--- src/rtl/module_multicycle_controller_pkg.sv ---
// Shared types and encodings for the multicycle RV32I control path.
package pkg_multicycle;

  typedef enum logic [3:0] {
    S_FETCH    = 4'd0,
    S_DECODE   = 4'd1,
    S_MEMADR   = 4'd2,
    S_MEMREAD  = 4'd3,
    S_MEMWB    = 4'd4,
    S_MEMWRITE = 4'd5,
    S_EXECUTER = 4'd6,
    S_ALUWB    = 4'd7,
    S_EXECUTEI = 4'd8,
    S_JAL      = 4'd9,
    S_BEQ      = 4'd10
  } state_t;

  localparam logic [6:0] OP_LW  = 7'b0000011;
  localparam logic [6:0] OP_SW  = 7'b0100011;
  localparam logic [6:0] OP_R   = 7'b0110011;
  localparam logic [6:0] OP_I   = 7'b0010011;
  localparam logic [6:0] OP_BEQ = 7'b1100011;
  localparam logic [6:0] OP_JAL = 7'b1101111;

  localparam logic [2:0] ALU_ADD = 3'b000;
  localparam logic [2:0] ALU_SUB = 3'b001;
  localparam logic [2:0] ALU_AND = 3'b010;
  localparam logic [2:0] ALU_OR  = 3'b011;
  localparam logic [2:0] ALU_SLT = 3'b101;

  localparam logic [1:0] ALUOP_ADD   = 2'b00;
  localparam logic [1:0] ALUOP_SUB   = 2'b01;
  localparam logic [1:0] ALUOP_FUNCT = 2'b10;

  localparam logic [1:0] RES_ALUOUT    = 2'b00;
  localparam logic [1:0] RES_DATA      = 2'b01;
  localparam logic [1:0] RES_ALURESULT = 2'b10;

  localparam logic [1:0] SRCA_PC    = 2'b00;
  localparam logic [1:0] SRCA_OLDPC = 2'b01;
  localparam logic [1:0] SRCA_RS1   = 2'b10;

  localparam logic [1:0] SRCB_RS2  = 2'b00;
  localparam logic [1:0] SRCB_IMM  = 2'b01;
  localparam logic [1:0] SRCB_FOUR = 2'b10;

  localparam logic [1:0] IMM_I = 2'b00;
  localparam logic [1:0] IMM_S = 2'b01;
  localparam logic [1:0] IMM_B = 2'b10;
  localparam logic [1:0] IMM_J = 2'b11;

  // Immediate format selected purely from the opcode; unknown opcodes fall to I.
  function automatic logic [1:0] imm_sel(input logic [6:0] op);
    case (op)
      OP_SW:   imm_sel = IMM_S;
      OP_BEQ:  imm_sel = IMM_B;
      OP_JAL:  imm_sel = IMM_J;
      default: imm_sel = IMM_I;
    endcase
  endfunction

endpackage

--- src/rtl/module_multicycle_controller_alu_decoder.sv ---
// Combinational aluop/funct to ALU control mapping.
module module_alu_decoder
  import pkg_multicycle::*;
(
  input  logic [1:0] aluop_i,
  input  logic [2:0] funct3_i,
  input  logic       op5_i,
  input  logic       funct7b5_i,
  output logic [2:0] alucontrol_o
);

  // Select the ALU operation from the FSM's aluop and the instruction fields.
  always_comb begin
    alucontrol_o = ALU_ADD;
    case (aluop_i)
      ALUOP_ADD: alucontrol_o = ALU_ADD;
      ALUOP_SUB: alucontrol_o = ALU_SUB;
      ALUOP_FUNCT: begin
        case (funct3_i)
          3'b000:  alucontrol_o = (op5_i & funct7b5_i) ? ALU_SUB : ALU_ADD;
          3'b010:  alucontrol_o = ALU_SLT;
          3'b110:  alucontrol_o = ALU_OR;
          3'b111:  alucontrol_o = ALU_AND;
          default: alucontrol_o = ALU_ADD;
        endcase
      end
      default: alucontrol_o = ALU_ADD;
    endcase
  end

endmodule

--- src/rtl/module_multicycle_controller.sv ---
// Main control FSM of the multicycle RV32I core: sequencing, datapath
// selects, memory handshake stalls and retired-instruction counter.
module module_multicycle_controller
  import pkg_multicycle::*;
(
  input  logic        clk_i,
  input  logic        rst_i,
  input  logic [6:0]  op_i,
  input  logic [2:0]  funct3_i,
  input  logic        funct7b5_i,
  input  logic        zero_i,
  input  logic        mem_ready_i,
  output logic        pcwrite_o,
  output logic        adrsrc_o,
  output logic        memwrite_o,
  output logic        irwrite_o,
  output logic        regwrite_o,
  output logic [1:0]  resultsrc_o,
  output logic [1:0]  alusrca_o,
  output logic [1:0]  alusrcb_o,
  output logic [1:0]  immsrc_o,
  output logic [2:0]  alucontrol_o,
  output logic        illegal_o,
  output logic [3:0]  state_o,
  output logic [31:0] instret_o
);

  state_t      r_state;
  state_t      w_next;
  logic [31:0] r_instret;

  logic        w_pcupdate;
  logic        w_branch;
  logic        w_irwrite;
  logic        w_memwrite;
  logic        w_regwrite;
  logic        w_illegal;
  logic        w_retire;
  logic [1:0]  w_aluop;

  // State register; reset parks the FSM in FETCH.
  always_ff @(posedge clk_i or negedge rst_i) begin
    if (!rst_i) r_state <= S_FETCH;
    else        r_state <= w_next;
  end

  // Next-state and Moore output decode.
  always_comb begin
    w_next      = r_state;
    w_pcupdate  = 1'b0;
    w_branch    = 1'b0;
    w_irwrite   = 1'b0;
    w_memwrite  = 1'b0;
    w_regwrite  = 1'b0;
    w_illegal   = 1'b0;
    w_retire    = 1'b0;
    w_aluop     = ALUOP_ADD;
    adrsrc_o    = 1'b0;
    resultsrc_o = RES_ALUOUT;
    alusrca_o   = SRCA_PC;
    alusrcb_o   = SRCB_RS2;
    case (r_state)
      S_FETCH: begin
        alusrcb_o   = SRCB_FOUR;
        resultsrc_o = RES_ALURESULT;
        w_irwrite   = mem_ready_i;
        w_pcupdate  = mem_ready_i;
        if (mem_ready_i) w_next = S_DECODE;
      end
      S_DECODE: begin
        alusrca_o = SRCA_OLDPC;
        alusrcb_o = SRCB_IMM;
        case (op_i)
          OP_LW, OP_SW: w_next = S_MEMADR;
          OP_R:         w_next = S_EXECUTER;
          OP_I:         w_next = S_EXECUTEI;
          OP_JAL:       w_next = S_JAL;
          OP_BEQ:       w_next = S_BEQ;
          default: begin
            w_next    = S_FETCH;
            w_illegal = 1'b1;
          end
        endcase
      end
      S_MEMADR: begin
        alusrca_o = SRCA_RS1;
        alusrcb_o = SRCB_IMM;
        w_next    = (op_i == OP_SW) ? S_MEMWRITE : S_MEMREAD;
      end
      S_MEMREAD: begin
        adrsrc_o = 1'b1;
        if (mem_ready_i) w_next = S_MEMWB;
      end
      S_MEMWB: begin
        resultsrc_o = RES_DATA;
        w_regwrite  = 1'b1;
        w_next      = S_FETCH;
        w_retire    = 1'b1;
      end
      S_MEMWRITE: begin
        adrsrc_o   = 1'b1;
        w_memwrite = 1'b1;
        if (mem_ready_i) begin
          w_next   = S_FETCH;
          w_retire = 1'b1;
        end
      end
      S_EXECUTER: begin
        alusrca_o = SRCA_RS1;
        alusrcb_o = SRCB_RS2;
        w_aluop   = ALUOP_FUNCT;
        w_next    = S_ALUWB;
      end
      S_EXECUTEI: begin
        alusrca_o = SRCA_RS1;
        alusrcb_o = SRCB_IMM;
        w_aluop   = ALUOP_FUNCT;
        w_next    = S_ALUWB;
      end
      S_ALUWB: begin
        w_regwrite = 1'b1;
        w_next     = S_FETCH;
        w_retire   = 1'b1;
      end
      S_JAL: begin
        alusrca_o  = SRCA_OLDPC;
        alusrcb_o  = SRCB_FOUR;
        w_pcupdate = 1'b1;
        w_next     = S_ALUWB;
      end
      S_BEQ: begin
        alusrca_o = SRCA_RS1;
        alusrcb_o = SRCB_RS2;
        w_aluop   = ALUOP_SUB;
        w_branch  = 1'b1;
        w_next    = S_FETCH;
        w_retire  = 1'b1;
      end
      default: w_next = S_FETCH;
    endcase
  end

  // Retired-instruction counter; advances on the edge that completes an instruction.
  always_ff @(posedge clk_i or negedge rst_i) begin
    if (!rst_i)        r_instret <= '0;
    else if (w_retire) r_instret <= r_instret + 32'd1;
  end

  module_alu_decoder u_alu_decoder (
    .aluop_i      (w_aluop),
    .funct3_i     (funct3_i),
    .op5_i        (op_i[5]),
    .funct7b5_i   (funct7b5_i),
    .alucontrol_o (alucontrol_o)
  );

  // Write strobes are qualified by reset so FETCH's ready-driven enables stay low in reset.
  assign pcwrite_o  = rst_i & (w_pcupdate | (w_branch & zero_i));
  assign irwrite_o  = rst_i & w_irwrite;
  assign memwrite_o = rst_i & w_memwrite;
  assign regwrite_o = rst_i & w_regwrite;
  assign illegal_o  = rst_i & w_illegal;
  assign immsrc_o   = imm_sel(op_i);
  assign state_o    = r_state;
  assign instret_o  = r_instret;

endmodule

--- config.mk ---
export PLATFORM = sky130hd
export DESIGN_NAME = module_multicycle_controller
export DESIGN_NICKNAME = d
export VERILOG_FILES = /design/src/rtl/module_multicycle_controller_pkg.sv /design/src/rtl/module_multicycle_controller_alu_decoder.sv /design/src/rtl/module_multicycle_controller.sv
export SDC_FILE = /design/constraint.sdc
export NUM_CORES = 1
export LEC_CHECK = 0
export ABC_AREA = 1
export CORE_MARGIN = 2
export CORE_UTILIZATION = 25
export DETAILED_ROUTE_END_ITERATION = 12
export SLEW_MARGIN = 15
export SYNTH_ARGS = -nofsm -noshare
export SYNTH_HDL_FRONTEND = slang
export SYNTH_SLANG_ARGS = --single-unit
--- constraint.sdc ---
create_clock -name clk_i -period 3.09 [get_ports clk_i]
set_clock_uncertainty 0.15 [all_clocks]
set_input_delay 0.309 -clock clk_i [delete_from_list [all_inputs] [get_ports clk_i]]
set_output_delay 0.309 -clock clk_i [all_outputs]
set_load 0.02 [all_outputs]
Word-level counts from Yosys, hierarchy flattened
Cells that the tools add are included.
{ "word_totals": {"ff_bits": 36, "inputBits": 15, "output_inout_bits": 53, "word_cells": 73} }
{ "classes": {"n_addsub": 1, "eq_ne": 24, "muxes": 24, "bitwise_logic": 8, "n_reduce_logical": 14} }
{ "op_table": {"columns": ["operator", "count"], "rows": [
  ["$add A32 B1 Y32 const B", 1],
  ["$pmux W4 S6", 1],
  ["$pmux W4 S5", 1],
  ["$eq A4 B3 Y1 const B", 4],
  ["$pmux W2 S2", 4],
  ["$eq A7 B6 Y1 const B", 2],
  ["$eq A7 B7 Y1 const B", 2],
  ["$eq A4 B4 Y1 const B", 3],
  ["$mux W4", 3],
  ["$pmux W3 S4", 1],
  ["$reduce_or A2 Y1", 6],
  ["$mux W1", 9],
  ["$reduce_or A3 Y1", 3],
  ["$eq A4 B2 Y1 const B", 2],
  ["$and A1 B1 Y1", 7],
  ["$eq A7 B2 Y1 const B", 1],
  ["$eq A7 B5 Y1 const B", 1],
  ["$eq A3 B3 Y1 const B", 2],
  ["$ne A2 B2 Y1 const B", 3],
  ["$pmux W2 S3", 1],
  ["$pmux W3 S2", 1],
  ["$reduce_or A6 Y1", 1],
  ["$eq A4 B1 Y1 const B", 1],
  ["$logic_not A4 Y1", 1],
  ["other kinds (9)", 10]
]} }

Depth between registers and ports, before layout
Gate-level depths: netlist of the first run.
{ "depth": {"ltp_word": 5, "depth_mapped": 10, "depth_no_buf": 10} }

Modules after synthesis
From an unflattened synthesis of the first run, not the netlist that was laid out.
{ "hier_totals": {"cells_unflattened": 416, "hier_area_um2": 2620.0} }
{ "by_module_without_submodules": {"columns": ["module", "instances", "cells_per_inst", "area_each_um2", "seq_area_each_um2"], "rows": [
  ["module_multicycle_controller", 1, 399, 2528.7, 900.9],
  ["module_alu_decoder", 1, 17, 91.3, 0.0]
]} }

Worst setup path before layout of the first run
Ideal clock, no wire load.
{ "synth_timing": {"path_type": "register to output", "start": "register r_state[3] (netlist: state_o[3])", "end": "output alucontrol_o[1]", "arrival_time_ps": 1959, "slack_ps": 672, "path_stages_with_launch": 8, "cell_sequence": "dfrtp_1 inv_2 nor2_1 nand2_1 nand2_1 inv_1 ha_1 nor4_1"} }
{ "synth_between": {"elab_chain_cells": 5, "word_cells_on_any_way": 8, "cone_classes": "eq/ne (5); mux (2); reduce/logical (1)"} }
{ "synth_rtl": {"columns": ["item", "line", "text"], "rows": [
  ["start, declared", "module_multicycle_controller.sv:28", "state_t r_state;"],
  ["start signal, assigned", "module_multicycle_controller.sv:44", "else r_state <= w_next;"],
  ["$eq A4 B4 Y1 / $eq A4 B3 Y1 (equally long branches)", "module_multicycle_controller.sv:62", "case (r_state)"],
  ["$reduce_or A2 Y1 (no line)", null, null],
  ["$pmux W2 S2 *", "module_multicycle_controller.sv:62", null],
  ["$eq A2 B2 Y1 / $eq A2 B1 Y1 (equally long branches)", "module_multicycle_controller_alu_decoder.sv:15", "case (aluop_i)"],
  ["$pmux W3 S2 *", "module_multicycle_controller_alu_decoder.sv:15", null],
  ["end, declared", "module_multicycle_controller.sv:22", "output logic [2:0] alucontrol_o,"]
]} }
Every way passes the cells marked *; elsewhere a longest branch is shown, timed or not.

Final worst setup path of the first run
{ "layout_timing": {"start": "register r_state[2] (netlist: state_o[2])", "end": "output alucontrol_o[0]"} }
Same word-level chain as after synthesis.

==> impl_metrics.tcl, run 1 <==
set metrics [dict create \
    status "completed" \
    slowest_delay_ns 0.63 \
    peakVddDrop_v 0.000241 \
    critPathMostFrequentCell "nand2_1" \
    viasPerCell 4.45 \
    setup-violations-final 0 \
    synth_top_cell_area_share 0.344 \
    ys_types 23 \
    grt_pass1_vias 2667 \
    area_delta_synth_final_pct 37.3 \
    synth_area_per_cell_um2 6.17 \
    syn_nets 443 \
    max_slew_margin 0.670 \
    slowest_stage "clkdlybuf4s50_1" \
    io_pins 68 \
    antenna_cells 0 \
    hold_class "in2async" \
    cts_root_buf "clkbuf_8" \
    r2r-end "instret_o[30]" \
    numCtsBuffers 5 \
    dr_total_vias 2819 \
    met1_usage 0.180 \
    yosysSeqAreaShare 0.344 \
    path_cells "nor2_1 -> nand2_1 -> nand2_1 -> inv_1 -> ha_1 -> a31oi_1 -> clkdlybuf4s50_1" \
    tightest_slew_ns 0.496 \
    p_per_area_nw_per_um2 552 \
    grt_remaining_overflow 0 \
    final_common_cell "nand2_1" \
    final.period_utilization 0.897 \
    rsz0062_at_grt "false" \
    synth_area_leaders "dfrtp_1 (34%), nand2_1 (26%), nor2_1 (9.6%), inv_1 (6.7%), nand3_1 (4.2%)" \
    place_congestion 0.887 \
    detail_route.wl_per_cell_um 11.9 \
    drc 0 \
    whs_ns 0.362 \
    cp_max_fo 5 \
    crit_type "reg2out" \
    grt_max_degree 35 \
    syn-cell-area_um2 2620 \
    required_ns 2.63 \
    min_period_ns 2.77 \
    synth-simple-area-share 0.479 \
    final_nets 515 \
    critPathLaunchType "register" \
    report.final.slew_viol_count 0 \
    path_clk_slew_ns 0.08 \
    critPathArrivalTime_ns 2.31 \
    cp-end-kind "output pin" \
    busiest_layer "met2" \
    htree_levels 2 \
    cts_tree "built" \
    drv_cap 0 \
    synth_top_family_by_area "simple AND/OR/NAND/NOR gates" \
    hold_viol_final 0 \
    clk_path_buf_depth 2 \
    start_util 0.255 \
    port_buffers 67 \
    p_leak_nw 1.64 \
    max_freq_ghz 0.361 \
    fillCellCount 1106 \
    num_rows 37 \
    antenna_found_initial 0 \
    finalWirelength_mm 7.54 \
    grt_util_met2 0.232 \
    p_total_mw 1.99 \
    final_cell_mix "nand2_1 (182), nor2_1 (67), clkdlybuf4s50_1 (65), inv_1 (47), dfrtp_1 (36)" \
    synthAdderAreaFrac 0.0143 \
    drive_above_1_share 0.0562 \
    synthXorXnorAreaFrac 0.0501 \
    setup_tns_ns 0 \
    synthMuxAreaShare 0 \
    reg2reg_slack_ns 1.17 \
    drtIter0Drc 141 \
    clk_latency_ns 0.29 \
    reg2reg_depth 8 \
    drt_first_pass_iters 4 \
    r2r-start "state_o[0]" \
    synth_compound_area_frac 0.0219 \
    dieArea_um2 11300 \
    antenna_left 0 \
    gr-usage-all-layers 0.137 \
    ys_ff_latch 36 \
    cts_sinks 36 \
    yosysTopAreaCell "dfrtp_1" \
    die_y_um 106 \
    coreArea_um2 10300 \
    syn_inst 425 \
    die_w_um 106 \
    post-dp-hpwl_mm 6.00 \
    gr-usage-met3 0.0239 \
    grt_pass1_wl_mm 12.6 \
    ys_warn_count 0 \
]
[cell type report]
cell class,count,area (um2),area share
multi-input cells,331,1480,0.412
repair buffers,69,686,0.190
inverters,54,203,0.0563
clock inverters,3,90.1,0.0250
flip-flops and latches,36,901,0.250
well taps,136,170,0.0473
clock buffers,5,68.8,0.0191
[registers in the layout, summed over array words and instances, names as in the netlist]
name	flops
instret_o	32
state_o	4
[cells by family (layout without fill, tap and decap cells)]
family | Yosys count | count (layout)
simple gates | 302 | 302
fa+ha+maj | 3 | 3
compound gates | 11 | 11
buf+inv | 58 | 131
flops | 36 | 36
xor+xnor | 15 | 15
[synthesized netlist by cell type]
library cell  number
nand2_1          182
xnor2_1            5
xor2_1            10
nor2_2             4
nor3_1             5
o21ai_1            2
inv_2              7
nor4_1             2
inv_1             47
nand3_1           22
o21ai_0            7
nand4_1           11
nand3_2            1
buf_6              2
a31oi_1            2
dfrtp_1           36
nand3_4            1
nor2_1            67
ha_1               3
nor2_4             1
nand3b_1           2
buf_4              2
nand2_2            4
[through the flow]
step | utilization | setup WS [ns] | cells | area, um2
after floorplan | - | 0.672 | 425 | 2620
after global placement | 0.334 | 0.547 | 625 | 3430
after detailed placement | 0.334 | 0.494 | 625 | 3430
after CTS | 0.350 | 0.156 | 634 | 3600
after global routing | 0.350 | 0.100 | 634 | 3600
final | 0.350 | 0.318 | 634 | 3600
[what timing repair did]
action | CTS | global route
hold endpoints to repair | 16 | 0
setup buffers | 0 | 0
hold buffers | 1 | 0
endpoints found under the setup margin | 0 | 1
gates resized for setup | 0 | 1
[worst max-delay path: cells and delay by family (launching register included)]
family	cells	cell delay [ns]
fa+ha+maj	1	0.29
compound gates	1	0.15
simple gates	3	0.45
flops	1	0.43
buf+inv	2	0.69
[layer usage]
metal | up-vias | share of wire
li1 | 1447 | -
met1 | 1304 | 0.47
met2 | 57 | 0.48
met3 | 11 | 0.037
met4 | 0 | 0.014
met5 | - | 0
[power by group]
part,switching (mW),internal (mW)
logic,0.496,0.314
registers,0.0723,0.518
clock network,0.185,0.404
total,0.753,1.24
[worst max path at each step]
stage	slack (ns)	endpoint	from	depth (start not counted)
after global placement	0.55	alucontrol_o[1]	state_o[2]	7
after detailed placement	0.49	alucontrol_o[1]	state_o[2]	8
after floorplan	0.67	alucontrol_o[1]	state_o[3]	7
after CTS	0.16	alucontrol_o[1]	state_o[2]	8
after global routing	0.10	alucontrol_o[0]	state_o[2]	8
final	0.32	alucontrol_o[0]	state_o[2]	7
No activity file was read; power rests on OpenSTA's default activity.
==> inputs of run 2 (changes only) <==
Settings changed: CELL_PAD_IN_SITES_DETAIL_PLACEMENT from default to 1, CELL_PAD_IN_SITES_GLOBAL_PLACEMENT from default to 2, CORE_ASPECT_RATIO from default to 1.1, PLACE_DENSITY_LB_ADDON from default to 0.1.
Clock period 3.09 ns to 3.2 ns, I/O delays scaled along.
==> run 2 against run 1 <==
  * Sequential power is 3% lower
  * Sequential share of layout area is 0.10 points lower
  * Critical path type unchanged
  * Via count is 1.2% higher
  * Clock-buffer cell count stayed put
  * Clock power is 3.4% lower
  * Final area is 0.42% higher
  * Setup slack worse by 0.12 ns
  * Non-clock buffer count stayed put
  * Critical path depth is 1 higher
  * Worst hold slack better by 0.018 ns
==> impl_metrics.tcl, run 2 (synthesized netlist as in run 1, its figures left out) <==
set metrics [dict create \
    post_cts_resized 0 \
    rsz0062_at_grt "false" \
    final_nets 515 \
    p_int_mw 1.17 \
    critPathArrivalTime_ns 2.53 \
    io_pins 68 \
    place_congestion 0.855 \
    p_total_mw 1.94 \
    cts_tree "built" \
    grt_pass1_vias 2974 \
    p_per_area_nw_per_um2 536 \
    htree_levels 2 \
    setup_tns_ns 0 \
    pwr-share-clk 0.293 \
    critPathLaunchType "register" \
    cts_root_buf "clkbuf_16" \
    p_leak_nw 1.63 \
    numCtsBuffers 5 \
    antenna_found_initial 0 \
    status "completed" \
    antenna_cells 0 \
    critPathMostFrequentCell "nand2_1" \
    p_seq_frac 0.296 \
    largest_register_ffs 32 \
    hold_class "reg2reg" \
    max_freq_ghz 0.333 \
    cp_max_fo 4 \
    cp_num_buf_inv 3 \
    report.final.slew_viol_count 0 \
    path_cells "inv_2 -> nor2_1 -> nand2_1 -> nand2_1 -> inv_1 -> ha_1 -> nor4_1 -> clkdlybuf4s50_1" \
    post-dp-hpwl_mm 7.28 \
    coreArea_um2 10300 \
    drtIter0Drc 126 \
    path_clk_slew_ns 0.06 \
    finalWirelength_mm 9.16 \
    num_rows 39 \
    start_util 0.255 \
    final_common_cell "nand2_1" \
    grt_pass1_wl_mm 15.2 \
    drc 0 \
    tightest_slew_ns 0.533 \
    setup-violations-final 0 \
    cts_setup_buffers 0 \
    p_comb_frac 0.411 \
    gr-usage-all-layers 0.171 \
    grt_remaining_overflow 0 \
    fillCellCount 1329 \
    multi_input_area_um2 1480 \
    grt_max_degree 35 \
    p_sw_frac 0.396 \
    detail_route.wl_per_cell_um 14.3 \
    port_buffers 67 \
    die_y_um 111 \
    regArea_um2 901 \
    die_w_um 102 \
    min_period_ns 3.00 \
    antenna_left 0 \
    required_ns 2.73 \
    max_slew_margin 0.645 \
    final_cell_mix "nand2_1 (182), nor2_1 (67), clkdlybuf4s50_1 (66), inv_1 (47), dfrtp_1 (36)" \
    crit_type "reg2out" \
    drt_first_pass_iters 4 \
    clk_latency_ns 0.28 \
    dp_worst_setup_slack_ns 0.490 \
    drive_above_1_share 0.0562 \
    cp-end-kind "output pin" \
    peakVddDrop_v 0.000341 \
    final.period_utilization 0.937 \
    dieArea_um2 11300 \
    clk_path_buf_depth 2 \
    netSwitchingPower_mw 0.768 \
    area_delta_synth_final_pct 37.8 \
    slowest_stage "clkdlybuf4s50_1" \
    layout_setup_ws_ns 0.201 \
    dr_total_vias 2852 \
    drv_cap 0 \
    hold_viol_final 0 \
    critPathTopFamily "buffers and inverters" \
    cts_sinks 36 \
    slowest_delay_ns 0.65 \
    whs_ns 0.380 \
    viasPerCell 4.45 \
]
==> run 2: cell types whose count changed in the layout (fill, tap and decap cells not counted) <==
| cell | before | now |
|---|---|---|
| clkinvlp_4 | 0 | 1 |
| clkinv_2 | 0 | 1 |
| clkbuf_8 | 5 | 0 |
| clkdlybuf4s50_1 | 65 | 66 |
| dlymetal6s2s_1 | 1 | 0 |
| clkbuf_16 | 0 | 5 |
| bufinv_16 | 3 | 1 |
==> run 2: layout make-up <==
class                           instances  share of cell area
Clock inverter                          3              0.0118
Clock buffer                            5              0.0346
Inverter                               54              0.0561
Timing Repair Buffer                   69               0.189
Multi-Input combinational cell        331               0.410
Tap cell                              143              0.0495
Sequential cell                        36               0.249
==> run 2: timing repair <==
action | CTS | global route
endpoints found under the hold margin | 18 | 0
hold buffers | 1 | 0
endpoints found under the setup margin | 0 | 0
==> run 2: path summary, 6_finish.rpt <==
check	startpoint	endpoint	slack (ns)	depth (start not counted)
min	instret_o[3]	instret_o[3]	0.38	1
min in group asynchronous	rst_i	instret_o[23]	0.41	2
min reg2reg	instret_o[3]	instret_o[3]	0.38	1
max in group asynchronous	rst_i	instret_o[3]	1.83	3
max	state_o[3]	alucontrol_o[1]	0.20	8
max reg2reg	state_o[1]	instret_o[15]	1.15	8
==> run 2: layer usage <==
layer / GRT usage / share of wire / up-vias
met5: 0 / 0 / -
met4: 0.0297 / 0.0070 / 0
met3: 0.0264 / 0.032 / 6
met2: 0.277 / 0.46 / 52
met1: 0.241 / 0.50 / 1351
li1: - / - / 1443
==> run 2: power by group through the flow <==
stage	Clock (mW)	Combinational, mW	Sequential, mW
after global placement	0	0.809	0.580
final	0.569	0.796	0.574
after detailed placement	0	0.806	0.582
after floorplan	0	0.410	0.624
after global routing	0.607	0.872	0.586
after CTS	0.586	0.812	0.576
==> run 2: metrics by stage <==
step           area (um2)   util  cells
3_3_place_gp         3440  0.334    632
5_1_grt              3610  0.351    641
2_1_floorplan        2620      -    425
6_report             3610  0.351    641
3_5_place_dp         3440  0.334    632
4_1_cts              3610  0.351    641
==> run 2: worst register-to-register path, stage by stage, from the launching register on <==
cell and delay (ns):
dfrtp_1 0.52, inv_2 0.06, nand2_1 0.10, nand2_1 0.08, nand2_2 0.10, nand3_4 0.37, inv_2 0.44, nand2_1 0.09
nand2_1 0.09
==> inputs of run 3 (changes only) <==
Settings changed: HOLD_SLACK_MARGIN from default to 0.08.
==> results of run 3 <==
The final DEF is identical to that of run 2; final timing and power are the same.
